File: src/rtl/truth_table_sweeper_pkg.sv
// Shared types and default sizing for the truth-table sweeper.
// Imported by the interface, the comparator and the top.
package truth_sweep_pkg;

    localparam int N_IN_DEF   = 4;
    localparam int N_FUNC_DEF = 3;
    localparam int SETTLE_DEF = 1;

    function automatic int n_vec(input int n_in);
        return 1 << n_in;
    endfunction

    localparam int N_VEC_DEF = n_vec(N_IN_DEF);

    typedef enum logic [1:0] {
        ST_IDLE  = 2'd0,
        ST_WAIT  = 2'd1,
        ST_CHECK = 2'd2,
        ST_DONE  = 2'd3
    } state_e;

endpackage

File: src/rtl/truth_table_sweeper_if.sv
// Control, result and function-block signals of the sweeper.
// The sweeper uses the slave side; the host and the checked block use the master side.
interface truth_table_sweeper_if
    import truth_sweep_pkg::*;
#(
    parameter int N_IN   = N_IN_DEF,
    parameter int N_FUNC = N_FUNC_DEF
);

    logic                           start;
    logic [N_IN-1:0]                vec;
    logic [N_FUNC-1:0]              f_in;
    logic [N_FUNC-1:0]              sop_in;
    logic [N_FUNC-1:0]              pos_in;
    logic                           busy;
    logic                           done;
    logic                           pass;
    logic [N_IN:0]                  err_count;
    logic [N_IN-1:0]                first_err_vec;
    logic                           first_err_valid;
    logic [N_FUNC*(1<<N_IN)-1:0]    tt_out;

    modport master (
        output start, f_in, sop_in, pos_in,
        input  vec, busy, done, pass, err_count, first_err_vec, first_err_valid, tt_out
    );

    modport slave (
        input  start, f_in, sop_in, pos_in,
        output vec, busy, done, pass, err_count, first_err_vec, first_err_valid, tt_out
    );

endinterface

File: src/rtl/truth_table_sweeper_cmp.sv
// Per-function comparison of the canonical output against its SOP and POS forms.
module sweep_cmp
    import truth_sweep_pkg::*;
#(
    parameter int N_FUNC = N_FUNC_DEF
) (
    input  logic [N_FUNC-1:0] f_in,
    input  logic [N_FUNC-1:0] sop_in,
    input  logic [N_FUNC-1:0] pos_in,
    output logic [N_FUNC-1:0] mismatch_mask,
    output logic              mismatch
);

    assign mismatch_mask = (sop_in ^ f_in) | (pos_in ^ f_in);
    assign mismatch      = |mismatch_mask;

endmodule

File: src/rtl/truth_table_sweeper.sv
// Exhaustive input sweeper that checks SOP/POS implementations against the canonical outputs.
// Optional truth-table capture into tt_out is built when TT_CAPTURE_EN is defined.
module truth_table_sweeper
    import truth_sweep_pkg::*;
#(
    parameter int N_IN   = N_IN_DEF,
    parameter int N_FUNC = N_FUNC_DEF,
    parameter int SETTLE = SETTLE_DEF
) (
    input  logic                 clk,
    input  logic                 reset,
    truth_table_sweeper_if.slave bus
);

    localparam int              N_VEC    = n_vec(N_IN);
    localparam logic [N_IN-1:0] VEC_LAST = N_IN'(N_VEC - 1);
    localparam logic [3:0]      CNT_LOAD = 4'(SETTLE - 1);

    state_e              state_q, state_d;
    logic [N_IN-1:0]     vec_q, vec_d;
    logic [3:0]          cnt_q, cnt_d;
    logic [N_IN:0]       err_q, err_d;
    logic [N_IN-1:0]     fev_q, fev_d;
    logic                fevalid_q, fevalid_d;
    logic                pass_q, pass_d;
    logic                busy_q, busy_d;
    logic                done_q, done_d;
    logic                accept_s;
    logic                mismatch_s;
    logic [N_FUNC-1:0]   mismatch_mask_s;

`ifdef TT_CAPTURE_EN
    logic [N_FUNC-1:0][N_VEC-1:0] tt_q, tt_d;
`endif

    sweep_cmp #(.N_FUNC(N_FUNC)) u_cmp (
        .f_in          (bus.f_in),
        .sop_in        (bus.sop_in),
        .pos_in        (bus.pos_in),
        .mismatch_mask (mismatch_mask_s),
        .mismatch      (mismatch_s)
    );

    // start is honoured only when no sweep is running
    assign accept_s = bus.start && ((state_q == ST_IDLE) || (state_q == ST_DONE));

    // next-state and result update logic
    always_comb begin
        state_d   = state_q;
        vec_d     = vec_q;
        cnt_d     = cnt_q;
        err_d     = err_q;
        fev_d     = fev_q;
        fevalid_d = fevalid_q;
        pass_d    = pass_q;
        busy_d    = busy_q;
        done_d    = done_q;
`ifdef TT_CAPTURE_EN
        tt_d      = tt_q;
`endif
        if (accept_s) begin
            state_d   = ST_WAIT;
            vec_d     = '0;
            cnt_d     = CNT_LOAD;
            err_d     = '0;
            fev_d     = '0;
            fevalid_d = 1'b0;
            pass_d    = 1'b0;
            busy_d    = 1'b1;
            done_d    = 1'b0;
`ifdef TT_CAPTURE_EN
            tt_d      = '0;
`endif
        end else begin
            case (state_q)
                ST_IDLE: begin
                    state_d = ST_IDLE;
                end
                ST_WAIT: begin
                    if (cnt_q != 4'd0) begin
                        cnt_d = cnt_q - 4'd1;
                    end else begin
                        state_d = ST_CHECK;
                    end
                end
                ST_CHECK: begin
                    if (mismatch_s) begin
                        err_d = err_q + (N_IN+1)'(1);
                    end else begin
                        err_d = err_q;
                    end
                    if (mismatch_s && !fevalid_q) begin
                        fev_d     = vec_q;
                        fevalid_d = 1'b1;
                    end else begin
                        fev_d     = fev_q;
                    end
`ifdef TT_CAPTURE_EN
                    for (int i = 0; i < N_FUNC; i++) begin
                        tt_d[i][vec_q] = bus.f_in[i];
                    end
`endif
                    // the pass verdict must include the vector being checked right now
                    if (vec_q == VEC_LAST) begin
                        state_d = ST_DONE;
                        busy_d  = 1'b0;
                        done_d  = 1'b1;
                        pass_d  = (err_d == '0);
                    end else begin
                        state_d = ST_WAIT;
                        vec_d   = vec_q + N_IN'(1);
                        cnt_d   = CNT_LOAD;
                    end
                end
                ST_DONE: begin
                    state_d = ST_IDLE;
                    done_d  = 1'b0;
                end
                default: begin
                    state_d = ST_IDLE;
                    busy_d  = 1'b0;
                    done_d  = 1'b0;
                end
            endcase
        end
    end

    // state and result registers with synchronous reset
    always_ff @(posedge clk) begin
        if (reset) begin
            state_q   <= ST_IDLE;
            vec_q     <= '0;
            cnt_q     <= 4'd0;
            err_q     <= '0;
            fev_q     <= '0;
            fevalid_q <= 1'b0;
            pass_q    <= 1'b0;
            busy_q    <= 1'b0;
            done_q    <= 1'b0;
`ifdef TT_CAPTURE_EN
            tt_q      <= '0;
`endif
        end else begin
            state_q   <= state_d;
            vec_q     <= vec_d;
            cnt_q     <= cnt_d;
            err_q     <= err_d;
            fev_q     <= fev_d;
            fevalid_q <= fevalid_d;
            pass_q    <= pass_d;
            busy_q    <= busy_d;
            done_q    <= done_d;
`ifdef TT_CAPTURE_EN
            tt_q      <= tt_d;
`endif
        end
    end

    assign bus.vec             = vec_q;
    assign bus.busy            = busy_q;
    assign bus.done            = done_q;
    assign bus.pass            = pass_q;
    assign bus.err_count       = err_q;
    assign bus.first_err_vec   = fev_q;
    assign bus.first_err_valid = fevalid_q;
`ifdef TT_CAPTURE_EN
    assign bus.tt_out          = tt_q;
`else
    assign bus.tt_out          = '0;
`endif

endmodule

File: src/flat_wrapper.sv
// flat-port wrapper written by rule: the top's interface ports become plain ports
module truth_table_sweeper_flat import truth_sweep_pkg::*;
#(
    parameter int N_IN   = N_IN_DEF,
    parameter int N_FUNC = N_FUNC_DEF,
    parameter int SETTLE = SETTLE_DEF
)
  (clk, reset, bus_start, bus_f_in, bus_sop_in, bus_pos_in, bus_vec, bus_busy, bus_done, bus_pass, bus_err_count, bus_first_err_vec, bus_first_err_valid, bus_tt_out);
  truth_table_sweeper_if #(.N_IN(N_IN), .N_FUNC(N_FUNC)) bus_i ();
  input  logic clk;
  input  logic reset;
  input wire logic [$bits(bus_i.start)-1:0] bus_start;
  input wire logic [$bits(bus_i.f_in)-1:0] bus_f_in;
  input wire logic [$bits(bus_i.sop_in)-1:0] bus_sop_in;
  input wire logic [$bits(bus_i.pos_in)-1:0] bus_pos_in;
  output wire logic [$bits(bus_i.vec)-1:0] bus_vec;
  output wire logic [$bits(bus_i.busy)-1:0] bus_busy;
  output wire logic [$bits(bus_i.done)-1:0] bus_done;
  output wire logic [$bits(bus_i.pass)-1:0] bus_pass;
  output wire logic [$bits(bus_i.err_count)-1:0] bus_err_count;
  output wire logic [$bits(bus_i.first_err_vec)-1:0] bus_first_err_vec;
  output wire logic [$bits(bus_i.first_err_valid)-1:0] bus_first_err_valid;
  output wire logic [$bits(bus_i.tt_out)-1:0] bus_tt_out;
  assign bus_i.start = bus_start;
  assign bus_i.f_in = bus_f_in;
  assign bus_i.sop_in = bus_sop_in;
  assign bus_i.pos_in = bus_pos_in;
  assign bus_vec = bus_i.vec;
  assign bus_busy = bus_i.busy;
  assign bus_done = bus_i.done;
  assign bus_pass = bus_i.pass;
  assign bus_err_count = bus_i.err_count;
  assign bus_first_err_vec = bus_i.first_err_vec;
  assign bus_first_err_valid = bus_i.first_err_valid;
  assign bus_tt_out = bus_i.tt_out;
  truth_table_sweeper #(.N_IN(N_IN), .N_FUNC(N_FUNC), .SETTLE(SETTLE)) u_core (.clk(clk), .reset(reset), .bus(bus_i));
endmodule
File: config.mk
export PLATFORM = sky130hd
export DESIGN_NAME = truth_table_sweeper_flat
export DESIGN_NICKNAME = d
export VERILOG_FILES = /design/src/rtl/truth_table_sweeper_pkg.sv /design/src/rtl/truth_table_sweeper_if.sv /design/src/rtl/truth_table_sweeper_cmp.sv /design/src/rtl/truth_table_sweeper.sv /design/src/flat_wrapper.sv
export SDC_FILE = /design/constraint.sdc
export NUM_CORES = 1
export LEC_CHECK = 0
export ABC_AREA = 1
export CORE_MARGIN = 2
export CORE_UTILIZATION = 41
export DETAILED_ROUTE_END_ITERATION = 8
export GPL_ROUTABILITY_DRIVEN = 0
export PLACE_DENSITY = 0.81
export SLEW_MARGIN = 0
export SYNTH_ARGS = -nofsm -noshare
export SYNTH_HDL_FRONTEND = slang
export SYNTH_SLANG_ARGS = --single-unit
File: constraint.sdc
create_clock -name clk -period 2.33 [get_ports clk]
set_clock_uncertainty 0.15 [all_clocks]
set_input_delay 0.466 -clock clk [delete_from_list [all_inputs] [get_ports clk]]
set_output_delay 0.466 -clock clk [all_outputs]
set_load 0.05 [all_outputs]
# Word-level counts from Yosys, hierarchy flattened
# Cells that the tools add are included.
# totals
reg_bits	23
latch_bits	0
ram_bits	0
romBits	0
in_bits	12
out_inout_bits	65
word_cells	61
n_memories	0
# op_classes
n_addsub	3
multipliers	0
div	0
magnitude_cmp	0
eq_ne	9
n_shift	0
n_mux	15
n_bitwise	4
n_reduce_logical	20
# op_table
operator	count
two-way mux 5 bit	3
AND reduction 2 bit	5
two-way mux 4 bit	2
one-hot mux 4 bit (2 select lines)	1
nonzero test 2 bit	4
one-hot mux 2 bit (3 select lines)	1
XOR 3 bit	2
adder 5 x 1 -> 5 bit (second input constant)	1
zero test 5 bit	1
two-way mux 1 bit	5
adder 4 x 1 -> 4 bit (second input constant)	1
equality test 2 bit (second input constant)	2
equality test 4 bit (second input constant)	1
two-way mux 2 bit	2
inequality test 2 x 1 -> 1 bit (second input constant)	2
inequality test 2 bit (second input constant)	2
nonzero test 4 bit	1
OR reduction 2 bit	2
subtractor 4 x 1 -> 4 bit (second input constant)	1
inequality test 3 x 2 -> 1 bit (second input constant)	1
OR 3 bit	1
AND reduction 3 bit	1
OR reduction 3 bit	1
equality test 2 x 1 -> 1 bit (second input constant)	1
6 further kinds	7

# Depth between registers and ports, before layout
# Gate-level depths: netlist of the first run.
# depth
word_depth	7
depth_mapped	9
depth_no_buf	9

# By module
# From an unflattened synthesis of the first run, not the netlist that was laid out.
# hier_totals
hier_cells	230
hier_area_um2	1562.7
# modules_own_cells
mod	instances	cells_each	area_per_inst_um2	seq_area_each_um2
truth_table_sweeper	1	211	1486.4	460.4
sweep_cmp	1	19	76.3	0.0

# Worst setup path after synthesis of the first run
# OpenSTA, ideal clock, no wires.
# synth_timing
path_kind	register to register
start	reg u_core.vec_q[1] (netlist: u_core.bus.vec[1])
end	reg u_core.cnt_q[3]
setup_ns	0.130
t_arrival_ns	1.575
t_required_ns	2.050
slack_ns	0.476
path_stages_with_launch	9
n_path_buf	0
synth_period_minus_slack_ns	1.854
path_cell_list	dfxtp_1 > ha_1 > nand3_2 > nor2_4 > nor2_4 > clkinv_2 > nor2_1 > nor2_1 > nor3_2
# synth_between
elab_chain_len	3
# synth_lines
item	line_no	rtl
from (decl)	truth_table_sweeper.sv:20	logic [N_IN-1:0] vec_q, vec_d;
from (signal assigned)	truth_table_sweeper.sv:145	vec_q <= vec_d;
equality test 4 bit	truth_table_sweeper.sv:104	if (vec_q == VEC_LAST) begin
inequality test 2 bit (no source line)	n/a	
AND reduction 3 bit (no source line)	n/a	
to (signal assigned)	truth_table_sweeper.sv:146	cnt_q <= cnt_d;
to (decl)	truth_table_sweeper.sv:21	logic [3:0] cnt_q, cnt_d;
# Every way passes these cells.
# A chain may end at the register's enable or synchronous reset.

# Final worst setup path of the first run
# layout_timing
start	reg u_core.vec_q[1] (netlist: u_core.bus.vec[1])
end	out bus_vec[1]
# layout_lines
item	line_no	rtl
to (decl)	flat_wrapper.sv:16	output wire logic [$bits(bus_i.vec)-1:0] bus_vec;
# No word-level cell between the ends.

==> impl_metrics.py, run 1 <==
metrics = {
    "clock_network": {
        "htreeDepth": 1,
        "numCtsBuffers": 3,
        "hold_buffers": 0,
        "clock_latency_ps": 270,
        "cts_tree": "done",
        "clk_pin_slew_ps": 80,
        "cts_root_buffer": "clkbuf_8",
        "cts_resized": 0,
        "clock_path_buffers": 2,
        "postCtsSetupRepairBufs": 0,
        "cts_sinks": 23,
    },
    "final_layout": {
        "layout-drive-gt1-share_pct": 8.47,
        "area_growth_pct": 13.4,
        "layout.nets": 268,
        "fin_util_pct": 48.7,
        "n_antenna_cell": 0,
    },
    "logic_synthesis": {
        "synth_top_cell_area_share_pct": 29.0,
        "syn_avg_cell_area_um2": 7.34,
        "netlist_instances": 216,
        "synth_edf_count": 0,
        "yosys.cell_count.top_type": "buf_4",
        "synth_area_leaders": "dfxtp_1 (29%), buf_4 (23%), a21oi_1 (6.3%)",
        "yosysWarnings": 0,
        "ys_seq_area_share_pct": 29.0,
        "synth_top_area_cell": "dfxtp_1",
        "ys_types": 27,
        "ys_seq_elements": 23,
        "ys_dominant_reg_cell": "dfxtp_1",
        "synth_common_cells": "buf_4 (48), dfxtp_1 (23), nor2_1 (23), nand2_1 (21)",
        "synth-async-reset-ratio_pct": 0,
        "netlist_area_um2": 1590,
    },
    "power": {
        "switching_power_mw": 0.769,
        "internal_power_mw": 0.793,
        "switching_share_pct": 49.2,
        "p_clk_share_pct": 16.0,
        "pwr-share-comb_pct": 51.5,
        "irDropWorstVdd_mv": 0.490,
        "powerDensity_nw_per_um2": 869,
        "p_leak_nw": 0.803,
        "pwr-share-seq_pct": 32.5,
    },
    "timing": {
        "rsz0062_at_grt": "no",
        "clock.fmax_mhz": 461,
        "slew_headroom_pct": 65.2,
        "timing.final.hold_violations": 0,
        "period_share_pct": 93.1,
        "period_minus_slack_ps": 2170,
        "worst-slew-pin-transition_ps": 520,
        "drv_slew": 0,
        "setup_viol_count_final": 0,
        "fin_setup_tns_ps": 0,
    },
    "worst_setup_path": {
        "cp_data_arrival_time_ps": 1550,
        "required_ps": 1710,
        "crit_path_max_fanout": 6,
        "crit_buf_inv": 1,
        "cp_top_family": "buffers and inverters",
        "cp_cell_sequence": "clkdlybuf4s50_1",
        "start_kind": "flip-flop",
        "cpMaxStageDelayCell": "clkdlybuf4s50_1",
        "crit_type": "reg -> out",
        "critPathMaxStageDelay_ps": 850,
        "crit_path_end_kind": "output pin",
    },
    "global_routing": {
        "grt_start_max_net_pins": 14,
        "grt_first_pass_wirelength_um": 4610,
        "grt_pass1_vias": 1069,
        "overflow": 0,
        "gr-usage-all-layers_pct": 13.5,
        "antenna_found_initial": 0,
    },
    "hold_path": {
        "hp-class": "reg -> reg",
    },
    "route": {
        "ant_nets": 0,
        "drtIter0Drc": 21,
        "routed_wl_um": 2890,
        "firstDrtPassIters": 4,
        "via_per_inst": 4.35,
        "wire_per_inst_um": 9.78,
        "via_count": 1288,
        "drc": 0,
    },
    "floorplan": {
        "start_util_pct": 43.0,
        "rows": 22,
        "io-pin-count": 77,
        "dieArea_um2": 4380,
        "core_area_um2": 3690,
        "die-width_um": 66.2,
        "die_y_um": 66.2,
    },
    "placement": {
        "port_buffers": 28,
        "place_hpwl_um": 2300,
    },
    "flow_run": {
        "maxCapViolCount": 0,
    },
    "run_status": {
        "status": "finished, final reports clean",
    },
}
[area by class of cell]
cell class / count / area (µm²)
sequential: 23 / 460
inverter: 25 / 97.6
multi-input combinational: 166 / 838
tap: 48 / 60.1
timing repair buffer: 30 / 295
clock inverter: 1 / 5.00
clock buffer: 3 / 41.3
fill: 372 / 1890
[power groups by stage]
stage	clock network (mW)	registers (mW)	logic [mW]
floorplan	0	0.594	0.621
global placement	0	0.516	0.780
detailed placement	0	0.517	0.806
CTS	0.257	0.508	0.809
global route	0.270	0.517	0.887
finish	0.249	0.508	0.805
[path summary, 6_finish.rpt]
check	start	to	slack [ps]	cells after the start
worst max-delay path	u_core.bus.vec[1]	bus_vec[1]	160	1
worst min register to register	u_core.cnt_q[0]	u_core.cnt_q[0]	280	1
worst min-delay path	u_core.cnt_q[0]	u_core.cnt_q[0]	280	1
worst max register to register	u_core.state_q[0]	u_core.bus.err_count[4]	490	9
[sequential cells by signal, summed over array words and instances (netlist names)]
register,flops
u_core.bus.first_err_vec,4
u_core.state_q,2
u_core.bus.busy,1
u_core.bus.done,1
u_core.bus.vec,4
u_core.bus.err_count,5
u_core.bus.pass,1
u_core.cnt_q,4
u_core.bus.first_err_valid,1
[through the flow]
stage,hold slack (ps),cell area (µm²),setup WS (ps),instances,total power [mW]
floorplan,253,1760,476,263,1.21
global placement,264,1750,361,292,1.30
detailed placement,276,1750,290,292,1.32
CTS,288,1800,154,296,1.57
global route,323,1800,121,296,1.67
finish,280,1800,160,296,1.56
[kinds of logic (layout without fill, tap and decap cells)]
logic type,count (synthesis),count (layout),synth area share (%)
other,1,48,0.237
AO/OA/AOI/OAI,33,33,10.5
flip-flops,23,23,29.0
buffers and inverters,74,59,29.2
adder cells (fa/ha/maj),7,7,5.52
XOR/XNOR,2,2,1.11
AND/OR/NAND/NOR,76,76,24.4
[cells in the final DEF (no fill, tap or decap), drive strengths merged]
master	count
nor3	4
inv	23
nand3	16
buf	2
clkinv	3
xnor2	1
ha	7
dfxtp	23
nor3b	1
o21ai	12
nor2	26
nand4	5
xor2	1
a31oi	1
conb	48
clkbuf	3
clkdlybuf4s50	28
nand2	24
a21oi	20
[metal layers]
metal	vias to the layer above	GRT usage, %	wire, µm
met2	59	22.0	1320
met3	5	2.73	215
met4	0	5.36	48
met1	556	17.4	1310
met5	-	0	0
li1	668	-	-
Note: power is estimated with default switching activity, not from simulation.
==> inputs of run 2 (changes only) <==
CAP_MARGIN = 5   (was not set)
SLEW_MARGIN = 20   (was 0)
==> results of run 2 <==
Final layout, timing and power as in run 1 (identical DEF).
